### src/rtl/core_idecode_pkg.sv
// core_idecode_pkg: opcode/funct constants, decoded bundle and pipe state shared by the decode stage.
package core_idecode_pkg;
   localparam logic [6:0] OPCODE_LOAD   = 7'b0000011;
   localparam logic [6:0] OPCODE_FENCE  = 7'b0001111;
   localparam logic [6:0] OPCODE_OP_IMM = 7'b0010011;
   localparam logic [6:0] OPCODE_AUIPC  = 7'b0010111;
   localparam logic [6:0] OPCODE_STORE  = 7'b0100011;
   localparam logic [6:0] OPCODE_R_OP   = 7'b0110011;
   localparam logic [6:0] OPCODE_LUI    = 7'b0110111;
   localparam logic [6:0] OPCODE_BRANCH = 7'b1100011;
   localparam logic [6:0] OPCODE_JALR   = 7'b1100111;
   localparam logic [6:0] OPCODE_JAL    = 7'b1101111;
   localparam logic [6:0] OPCODE_SYSTEM = 7'b1110011;
   localparam logic [2:0] FUNCT3_ADD    = 3'b000;
   localparam logic [2:0] FUNCT3_SLL    = 3'b001;
   localparam logic [2:0] FUNCT3_SR     = 3'b101;
   localparam logic [6:0] FUNCT7_ALT    = 7'b0100000;

   typedef struct packed {
      logic [6:0] opcode;
      logic [2:0] funct3;
      logic [6:0] funct7;
      logic [4:0] rs1;
      logic [4:0] rs2;
      logic [4:0] rd;
      logic       rd_we;
      logic       is_imm;
      logic       illegal;
   } dec_t;

   // encoding is {main_valid, skid_valid}
   typedef enum logic [1:0] {EMPTY = 2'b00, ONE = 2'b10, FULL = 2'b11} state_t;
endpackage

### src/rtl/core_idecode_comb.sv
// core_idecode_comb: pure combinational RV32I/RV64I decode of fields, immediate, operand select, write enable and legality.
module core_idecode_comb
   import core_idecode_pkg::*;
#(
   parameter int XLEN = 32,
   parameter logic [XLEN-1:0] BAD_IMM = {XLEN/32{32'hDEADBEEF}}
) (
   input  logic [31:0]     instr,
   output dec_t            dec,
   output logic [XLEN-1:0] imm
);
   logic [6:0] op;
   logic [2:0] f3;
   logic [6:0] f7;
   logic [6:0] shf7;
   logic       known;
   logic       illegal;
   logic       use_i;
   logic       use_u;
   logic       writes;
   logic [XLEN-1:0] imm_i;
   logic [XLEN-1:0] imm_s;
   logic [XLEN-1:0] imm_b;
   logic [XLEN-1:0] imm_u;
   logic [XLEN-1:0] imm_j;

   assign op = instr[6:0];
   assign f3 = instr[14:12];
   assign f7 = instr[31:25];
   // RV64 shift amounts borrow instr[25], so only the upper six bits qualify the shift
   assign shf7 = (XLEN == 64) ? {instr[31:26], 1'b0} : f7;

   assign known = op inside {OPCODE_OP_IMM, OPCODE_R_OP, OPCODE_LOAD, OPCODE_STORE, OPCODE_BRANCH,
                             OPCODE_LUI, OPCODE_AUIPC, OPCODE_JAL, OPCODE_JALR, OPCODE_FENCE, OPCODE_SYSTEM};

   assign illegal = !known
      || (op == OPCODE_BRANCH && f3 inside {3'b010, 3'b011})
      || (op == OPCODE_LOAD && ((XLEN == 32) ? f3 inside {3'b011, 3'b110, 3'b111} : f3 == 3'b111))
      || (op == OPCODE_STORE && f3 > ((XLEN == 32) ? 3'b010 : 3'b011))
      || (op == OPCODE_JALR && f3 != FUNCT3_ADD)
      || (op == OPCODE_R_OP && !(f7 == 7'b0 || (f7 == FUNCT7_ALT && f3 inside {FUNCT3_ADD, FUNCT3_SR})))
      || (op == OPCODE_OP_IMM && ((f3 == FUNCT3_SLL && shf7 != 7'b0)
                               || (f3 == FUNCT3_SR && shf7 != 7'b0 && shf7 != FUNCT7_ALT)));

   assign imm_i = XLEN'($signed(instr[31:20]));
   assign imm_s = XLEN'($signed({instr[31:25], instr[11:7]}));
   assign imm_b = XLEN'($signed({instr[31], instr[7], instr[30:25], instr[11:8], 1'b0}));
   assign imm_u = XLEN'($signed({instr[31:12], 12'b0}));
   assign imm_j = XLEN'($signed({instr[31], instr[19:12], instr[20], instr[30:21], 1'b0}));

   assign use_i  = op inside {OPCODE_OP_IMM, OPCODE_LOAD, OPCODE_JALR};
   assign use_u  = op inside {OPCODE_LUI, OPCODE_AUIPC};
   assign writes = op inside {OPCODE_OP_IMM, OPCODE_R_OP, OPCODE_LOAD, OPCODE_JALR, OPCODE_JAL,
                              OPCODE_LUI, OPCODE_AUIPC};

   assign imm = illegal                ? BAD_IMM :
                use_i                  ? imm_i   :
                op == OPCODE_STORE     ? imm_s   :
                op == OPCODE_BRANCH    ? imm_b   :
                use_u                  ? imm_u   :
                op == OPCODE_JAL       ? imm_j   : BAD_IMM;

   assign dec.opcode  = op;
   assign dec.funct3  = f3;
   assign dec.funct7  = f7;
   assign dec.rs1     = instr[19:15];
   assign dec.rs2     = instr[24:20];
   assign dec.rd      = instr[11:7];
   assign dec.rd_we   = writes && instr[11:7] != 5'd0 && !illegal;
   assign dec.is_imm  = use_i || use_u || op inside {OPCODE_STORE, OPCODE_JAL};
   assign dec.illegal = illegal;
endmodule

### src/rtl/core_idecode_pipe.sv
// core_idecode_pipe: elastic decode stage with a main register and a one-entry skid buffer.
module core_idecode_pipe
   import core_idecode_pkg::*;
#(
   parameter int XLEN = 32,
   parameter logic [XLEN-1:0] BAD_IMM = {XLEN/32{32'hDEADBEEF}}
) (
   input  logic            CLK,
   input  logic            RST,
   input  logic            IN_VALID,
   output logic            IN_READY,
   input  logic [31:0]     IN_INSTR,
   input  logic [XLEN-1:0] IN_PC,
   input  logic            FLUSH,
   output logic            OUT_VALID,
   input  logic            OUT_READY,
   output logic [XLEN-1:0] OUT_PC,
   output logic [6:0]      OUT_OPCODE,
   output logic [2:0]      OUT_FUNCT3,
   output logic [6:0]      OUT_FUNCT7,
   output logic [4:0]      OUT_RS1,
   output logic [4:0]      OUT_RS2,
   output logic [4:0]      OUT_RD,
   output logic            OUT_RD_WE,
   output logic            OUT_IS_IMM,
   output logic [XLEN-1:0] OUT_IMM,
   output logic            OUT_ILLEGAL
);
   state_t          state;
   state_t          nxt;
   dec_t            dec;
   dec_t            main_dec;
   dec_t            skid_dec;
   logic [XLEN-1:0] imm;
   logic [XLEN-1:0] main_imm;
   logic [XLEN-1:0] skid_imm;
   logic [XLEN-1:0] main_pc;
   logic [XLEN-1:0] skid_pc;
   logic            in_xfer;
   logic            out_xfer;
   logic            ld_main;
   logic            ld_skid;
   logic            mv_skid;

   core_idecode_comb #(.XLEN(XLEN), .BAD_IMM(BAD_IMM)) u_comb (
      .instr (IN_INSTR),
      .dec   (dec),
      .imm   (imm)
   );

   // ready depends only on registered state, never on OUT_READY
   assign IN_READY  = state != FULL && !RST;
   assign OUT_VALID = state[1];
   assign in_xfer   = IN_VALID && IN_READY && !FLUSH;
   assign out_xfer  = OUT_VALID && OUT_READY;

   always_ff @(posedge CLK or posedge RST)
      if (RST) state <= EMPTY;
      else     state <= nxt;

   always_comb begin
      nxt     = state;
      ld_main = 1'b0;
      ld_skid = 1'b0;
      mv_skid = 1'b0;
      case (state)
         EMPTY: begin
            nxt     = in_xfer ? ONE : EMPTY;
            ld_main = in_xfer;
         end
         ONE: begin
            nxt     = (in_xfer && !out_xfer) ? FULL : (!in_xfer && out_xfer) ? EMPTY : ONE;
            ld_main = in_xfer && out_xfer;
            ld_skid = in_xfer && !out_xfer;
         end
         FULL: begin
            nxt     = out_xfer ? ONE : FULL;
            mv_skid = out_xfer;
         end
         default: nxt = EMPTY;
      endcase
      if (FLUSH) nxt = EMPTY;
   end

   always_ff @(posedge CLK or posedge RST)
      if (RST) begin
         main_dec <= '0;
         main_imm <= BAD_IMM;
         main_pc  <= '0;
         skid_dec <= '0;
         skid_imm <= BAD_IMM;
         skid_pc  <= '0;
      end else begin
         if (ld_main) begin
            main_dec <= dec;
            main_imm <= imm;
            main_pc  <= IN_PC;
         end else if (mv_skid) begin
            main_dec <= skid_dec;
            main_imm <= skid_imm;
            main_pc  <= skid_pc;
         end
         if (ld_skid) begin
            skid_dec <= dec;
            skid_imm <= imm;
            skid_pc  <= IN_PC;
         end
      end

   assign OUT_PC      = main_pc;
   assign OUT_OPCODE  = main_dec.opcode;
   assign OUT_FUNCT3  = main_dec.funct3;
   assign OUT_FUNCT7  = main_dec.funct7;
   assign OUT_RS1     = main_dec.rs1;
   assign OUT_RS2     = main_dec.rs2;
   assign OUT_RD      = main_dec.rd;
   assign OUT_RD_WE   = main_dec.rd_we;
   assign OUT_IS_IMM  = main_dec.is_imm;
   assign OUT_IMM     = main_imm;
   assign OUT_ILLEGAL = main_dec.illegal;
endmodule

### config.mk
export PLATFORM = sky130hd
export DESIGN_NAME = core_idecode_pipe
export DESIGN_NICKNAME = d
export VERILOG_FILES = /design/src/rtl/core_idecode_pkg.sv /design/src/rtl/core_idecode_comb.sv /design/src/rtl/core_idecode_pipe.sv
export SDC_FILE = /design/constraint.sdc
export NUM_CORES = 1
export LEC_CHECK = 0
export BUFFER_PORTS_ARGS = -buffer_cell sky130_fd_sc_hd__buf_2
export CAP_MARGIN = 20
export CORE_MARGIN = 4
export CORE_UTILIZATION = 47
export DETAILED_ROUTE_END_ITERATION = 8
export PLACE_DENSITY = 0.66
export SLEW_MARGIN = 10
export SYNTH_ARGS = -nofsm -noshare
export SYNTH_HDL_FRONTEND = slang
export SYNTH_HIERARCHICAL = 1
export SYNTH_SLANG_ARGS = --single-unit
### constraint.sdc
create_clock -name CLK -period 7.73 [get_ports CLK]
set_input_delay 0.3865 -clock CLK [delete_from_list [all_inputs] [get_ports CLK]]
set_output_delay 0.3865 -clock CLK [all_outputs]
set_load 0.05 [all_outputs]
# --- Word level (Yosys, flattened, before mapping) ---
# Cells that the tools add are included.
word_totals:
  register_bits: 200
  inputBits: 69
  output_inout_bits: 101
  elab_cells: 118
classes:
  order_cmp: 1
  eq_ne: 22
  muxes: 21
  n_reduce_logical: 51
op_table:
  columns: ["operator", "n"]
  rows:
  - ["32-bit 2-to-1 mux", 10]
  - ["35-bit 2-to-1 mux", 2]
  - ["7-bit by 6-bit equality test with 1-bit output (second input constant)", 4]
  - ["7-bit equality test (second input constant)", 4]
  - ["1-bit logical AND", 19]
  - ["7-bit by 5-bit equality test with 1-bit output (second input constant)", 2]
  - ["7-bit nonzero test", 2]
  - ["11-bit nonzero test", 1]
  - ["1-bit logical OR", 10]
  - ["2-bit nonzero test", 5]
  - ["3-bit equality test (second input constant)", 3]
  - ["3-bit nonzero test", 3]
  - ["2-bit 2-to-1 mux", 4]
  - ["7-bit by 2-bit equality test with 1-bit output (second input constant)", 1]
  - ["7-bit by 4-bit equality test with 1-bit output (second input constant)", 1]
  - ["1-bit zero test", 7]
  - ["7-bit zero test", 1]
  - ["7-bit by 6-bit inequality test with 1-bit output (second input constant)", 1]
  - ["3-bit by 2-bit equality test with 1-bit output (second input constant)", 2]
  - ["2-bit case mux with 3 select lines", 1]
  - ["5-bit nonzero test", 1]
  - ["2-bit equality test (second input constant)", 2]
  - ["3-bit by 1-bit equality test with 1-bit output (second input constant)", 1]
  - ["3-bit by 2-bit > comparator with 1-bit output (second input constant)", 1]
  - ["5 further kinds", 7]

# --- Logic depth before layout (Yosys ltp) ---
logic_depth:
  word_depth: 12
  mapped_depth: 12
  ltp_nobuf: 9

# --- By module ---
# Netlist, hierarchy kept.
by_module_without_submodules:
  columns: ["mod", "instances", "cells_per_inst", "area_per_inst_um2", "seq_area_each_um2"]
  rows:
  - ["core_idecode_pipe", 1, 658, 8680.8, 5064.9]
  - ["core_idecode_comb", 1, 179, 1054.8, 0.0]

# --- Worst setup path before layout ---
# No wires, ideal clock.
synth_timing:
  path_type: "input port to flip-flop"
  from: "in RST"
  to: "reg state[0]"
  setup_ns: 0.099
  t_arrival_ns: 5.031
  required_ns: 7.631
  path_slack_ns: 2.600
  stages: 3
  n_path_buf: 0
  path_cell_list: "inv_1 a21oi_1 nor3b_1"
synth_via:
  elab_chain_cells: 8
synth_lines:
  columns: ["element", "line", "text"]
  rows:
  - ["start, declared", "core_idecode_pipe.sv:9", "input logic RST,"]
  - ["1-bit zero test (no line)", null, null]
  - ["1-bit logical AND", "core_idecode_pipe.sv:52", "assign IN_READY = state != FULL && !RST;"]
  - ["1-bit logical AND (2 in series)", "core_idecode_pipe.sv:54", "assign in_xfer = IN_VALID && IN_READY && !FLUSH;"]
  - ["1-bit logical AND", "core_idecode_pipe.sv:72", "nxt = (in_xfer && !out_xfer) ? FULL : (!in_xfer && out_xfer) ? EMPTY : ONE;"]
  - ["2-bit 2-to-1 mux", "core_idecode_pipe.sv:72", null]
  - ["2-bit case mux with 3 select lines", "core_idecode_pipe.sv:66", "case (state)"]
  - ["2-bit 2-to-1 mux", "core_idecode_pipe.sv:82", "if (FLUSH) nxt = EMPTY;"]
  - ["net nxt[0]", "core_idecode_pipe.sv:30", "state_t nxt;"]
  - ["end signal, assigned", "core_idecode_pipe.sv:59", "else state <= nxt;"]
  - ["end, declared", "core_idecode_pipe.sv:29", "state_t state;"]
# The timed path passes the listed nets, and every way through them passes these cells.
# A chain may end at the register's enable or synchronous reset.

# --- Worst setup path in the final report ---
layout_timing:
  from: "reg state[1]"
  to: "reg main_pc[21], in the netlist OUT_PC[21]"
layout_via:
  elab_chain_cells: 7
  word_cells_on_any_way: 13
  classes_between: "eq/ne (3); mux (3); reduce/logical (7)"
layout_lines:
  columns: ["element", "line", "text"]
  rows:
  - ["2-bit inequality test", "core_idecode_pipe.sv:52", null]
  - ["1-bit logical AND", "core_idecode_pipe.sv:52", null]
  - ["1-bit logical AND (2 in series)", "core_idecode_pipe.sv:54", null]
  - ["1-bit logical AND", "core_idecode_pipe.sv:73", "ld_main = in_xfer && out_xfer;"]
  - ["1-bit case mux with 2 select lines", "core_idecode_pipe.sv:66", null]
  - ["32-bit 2-to-1 mux / 2-bit nonzero test (equally long branches)", null, null]
  - ["end signal, assigned", "core_idecode_pipe.sv:101", "main_pc <= skid_pc;"]
  - ["end, declared", "core_idecode_pipe.sv:37", "logic [XLEN-1:0] main_pc;"]
# Several ways; a longest one is shown, not always the timed one.

==> summary.txt <==
run status - completed
Async SR Flop Fraction - 100%
TritonRoute pass-1 iters - 5
Clk Tree Root Cell - clkbuf_16
TritonCTS buffer count - 17
# rows - 52
vias in the first global route - 6873
chip height - 152 microns
Mapped Cells - 837
commonest cells after routing, fill and taps aside - buf_2, dfrtp_1, mux2_2
hold_buf cts - 0
Worst Path Max Fanout - 55
number of synthesized register bits - 200
DRC - 0
Hold Path Class - input port to asynchronous set/reset pin
slew margin rel. - 32.3%
syn_area_per_cell - 11.6 sq um
Nets - 997
Worst-Skew Late Latency - 0.45 ns
Final Util - 54.6%
clk slew on worst S/H paths - 0.08 ns
number of flops mapped to enable cells by yosys - 0
die area - 0.0231 sq mm
syn_nets - 906
routed vias/inst - 5.69
RSZ-0062 raised after global routing - false
Worst Max-Slew Pin Slew - 1.02 ns
initial antenna violation count - 2
routability cong. - 0.835
io pins - 170
Die W - 152 microns
Setup Skew - 0.00957 ns
clk buf depth - 2
Total GRT Usage - 20.3%
Initial Utilization - 48.0%
H-Tree Depth - 4
Core Area - 0.0203 sq mm
power density over the cells - 264 mW/mm^2
ant diodes - 0
via count - 6894
largest net degree at the start of global routing - 120
CTS tree - yes
final count of hold timing violations - 0
most common library cell in the layout ignoring fill and taps - buf_2
Area Growth Syn to Fin - 13.8%
sequential share of the synthesized area - 52.0%
Cell Area, Synth - 0.00974 sq mm
Setup Buffers After CTS - 0
CTS Sinks - 200
Critical Path RT - 8.06 ns
first-pass GRT wire length - 38200 microns
Ys Warns - 6
Max IR drop VDD - 0.000152 V
P_leak - 5.32 nW
Yosys cell types - 48
period utilization - 39.0%
layout cells sized above 1 - 41.9%
Fmax - 332 MHz
Post-DP HPWL - 15200 microns
Critical Path Source Type - flop
Setup TNS - 0 ns
post-DR wirelength/cell - 19.7 microns
top_reg_cell synth - dfrtp_1
Routed WL - 23800 microns
fin crit period - 3.01 ns
critical path class - flop to flop
grt ovf - 0
Max-cap violations - 0
DRT iter0 DRCs - 435
antenna viol nets, final - 0
Port Buf Inserts - 169
critical path arrival - 3.35 ns
post-cts resize count - 0
Setup crit end kind - flop
Max Slew Vio Count - 0
Final setup viols - 0
## sequential cells by signal, indices dropped and copies added (netlist names), 7 cells and up
register and count:
OUT_IMM 32, OUT_FUNCT7 7, OUT_PC 32, skid_imm 32, skid_pc 32, OUT_OPCODE 7
skid_dec 35
## per-layer routing
layer  GRT usage [%]  wire [microns]
met4            6.04             370
met3            5.01            1270
met1            28.2           10700
met2            31.8           11500
met5               0              27
## cell usage after synthesis, types with 2 or more instances
| library cell | instances | area share [%] |
|---|---|---|
| a21o_1 | 3 | 0.23 |
| clkbuf_1 | 32 | 1.2 |
| buf_6 | 7 | 0.81 |
| buf_2 | 22 | 1.1 |
| a21oi_1 | 103 | 5.3 |
| nor2b_1 | 3 | 0.19 |
| nand2b_1 | 5 | 0.32 |
| o21ai_0 | 12 | 0.62 |
| mux2i_1 | 88 | 9.0 |
| nand2_1 | 21 | 0.81 |
| mux2_2 | 112 | 13 |
| o21ai_1 | 9 | 0.46 |
| buf_4 | 33 | 2.5 |
| mux2_1 | 2 | 0.23 |
| dfrtp_1 | 152 | 39 |
| nand3_1 | 6 | 0.31 |
| nor4_1 | 90 | 5.8 |
| buf_1 | 11 | 0.42 |
| and2_1 | 3 | 0.19 |
| nor2_1 | 29 | 1.1 |
| inv_1 | 3 | 0.12 |
| nor3_1 | 6 | 0.31 |
| or3b_1 | 2 | 0.18 |
| o21ai_2 | 3 | 0.27 |
| dfstp_2 | 48 | 13 |
| mux2_4 | 10 | 1.5 |
## final timing paths
path | startpoint | endpoint | slack (ns) | cells past startpoint
max in group asynchronous | RST | skid_imm[31] | 6.29 | 4
hold reg to reg | skid_pc[21] | skid_pc[21] | 0.51 | 1
hold / removal | RST | state[1] | 0.1 | 2
min in group CLK | IN_PC[20] | OUT_PC[20] | 0.17 | 2
setup reg to reg | state[1] | OUT_PC[21] | 4.72 | 4
setup / recovery | state[1] | OUT_PC[21] | 4.72 | 4
## layout make-up
class | instances | area, sq um
sequential | 200 | 5060
clock inverter | 15 | 210
tap | 270 | 338
timing repair buffer | 177 | 926
inverter | 4 | 22.5
fill | 1841 | 9230
clock buffer | 17 | 425
multi-input combinational | 528 | 4090
## worst max-delay path: stages (launching register included)
cell	delay, ns
dfrtp_1	0.44
nor2b_4	0.74
or3_4	0.64
buf_4	0.65
mux2_2	0.40
## kinds of logic (layout without fill, tap and decap cells)
kind of cell / count (synthesis) / after routing / share of synthesized area (%)
buffers and inverters: 109 / 213 / 6.30
DFF: 200 / 200 / 52.0
AOI/OAI and AO/OA: 139 / 139 / 7.69
and+or+nand+nor: 176 / 176 / 10.1
xor gates and xnor gates: 1 / 1 / 0.0900
muxes: 212 / 212 / 23.8
## stage by stage
stage | worst slack [ns] | instance area, sq um | power (W) | std cells | hold slack [ns]
after global placement | 4.68 | 10400 | 0.00199 | 1178 | 0.485
after CTS | 4.71 | 11000 | 0.00294 | 1210 | 0.151
after detailed placement | 4.69 | 10400 | 0.00200 | 1178 | 0.493
final | 4.72 | 11100 | 0.00292 | 1211 | 0.0953
after floorplan | 1.95 | 9740 | 0.00183 | 837 | 0.475
after global routing | 4.57 | 11100 | 0.00305 | 1211 | 0.160
## power by group
group          switching, W  internal (W)  total (W)
logic              0.000456      0.000210   0.000666
clock network      0.000466      0.000477   0.000942
registers         0.0000868       0.00123    0.00131
Note: power is estimated with default switching activity, not from simulation.
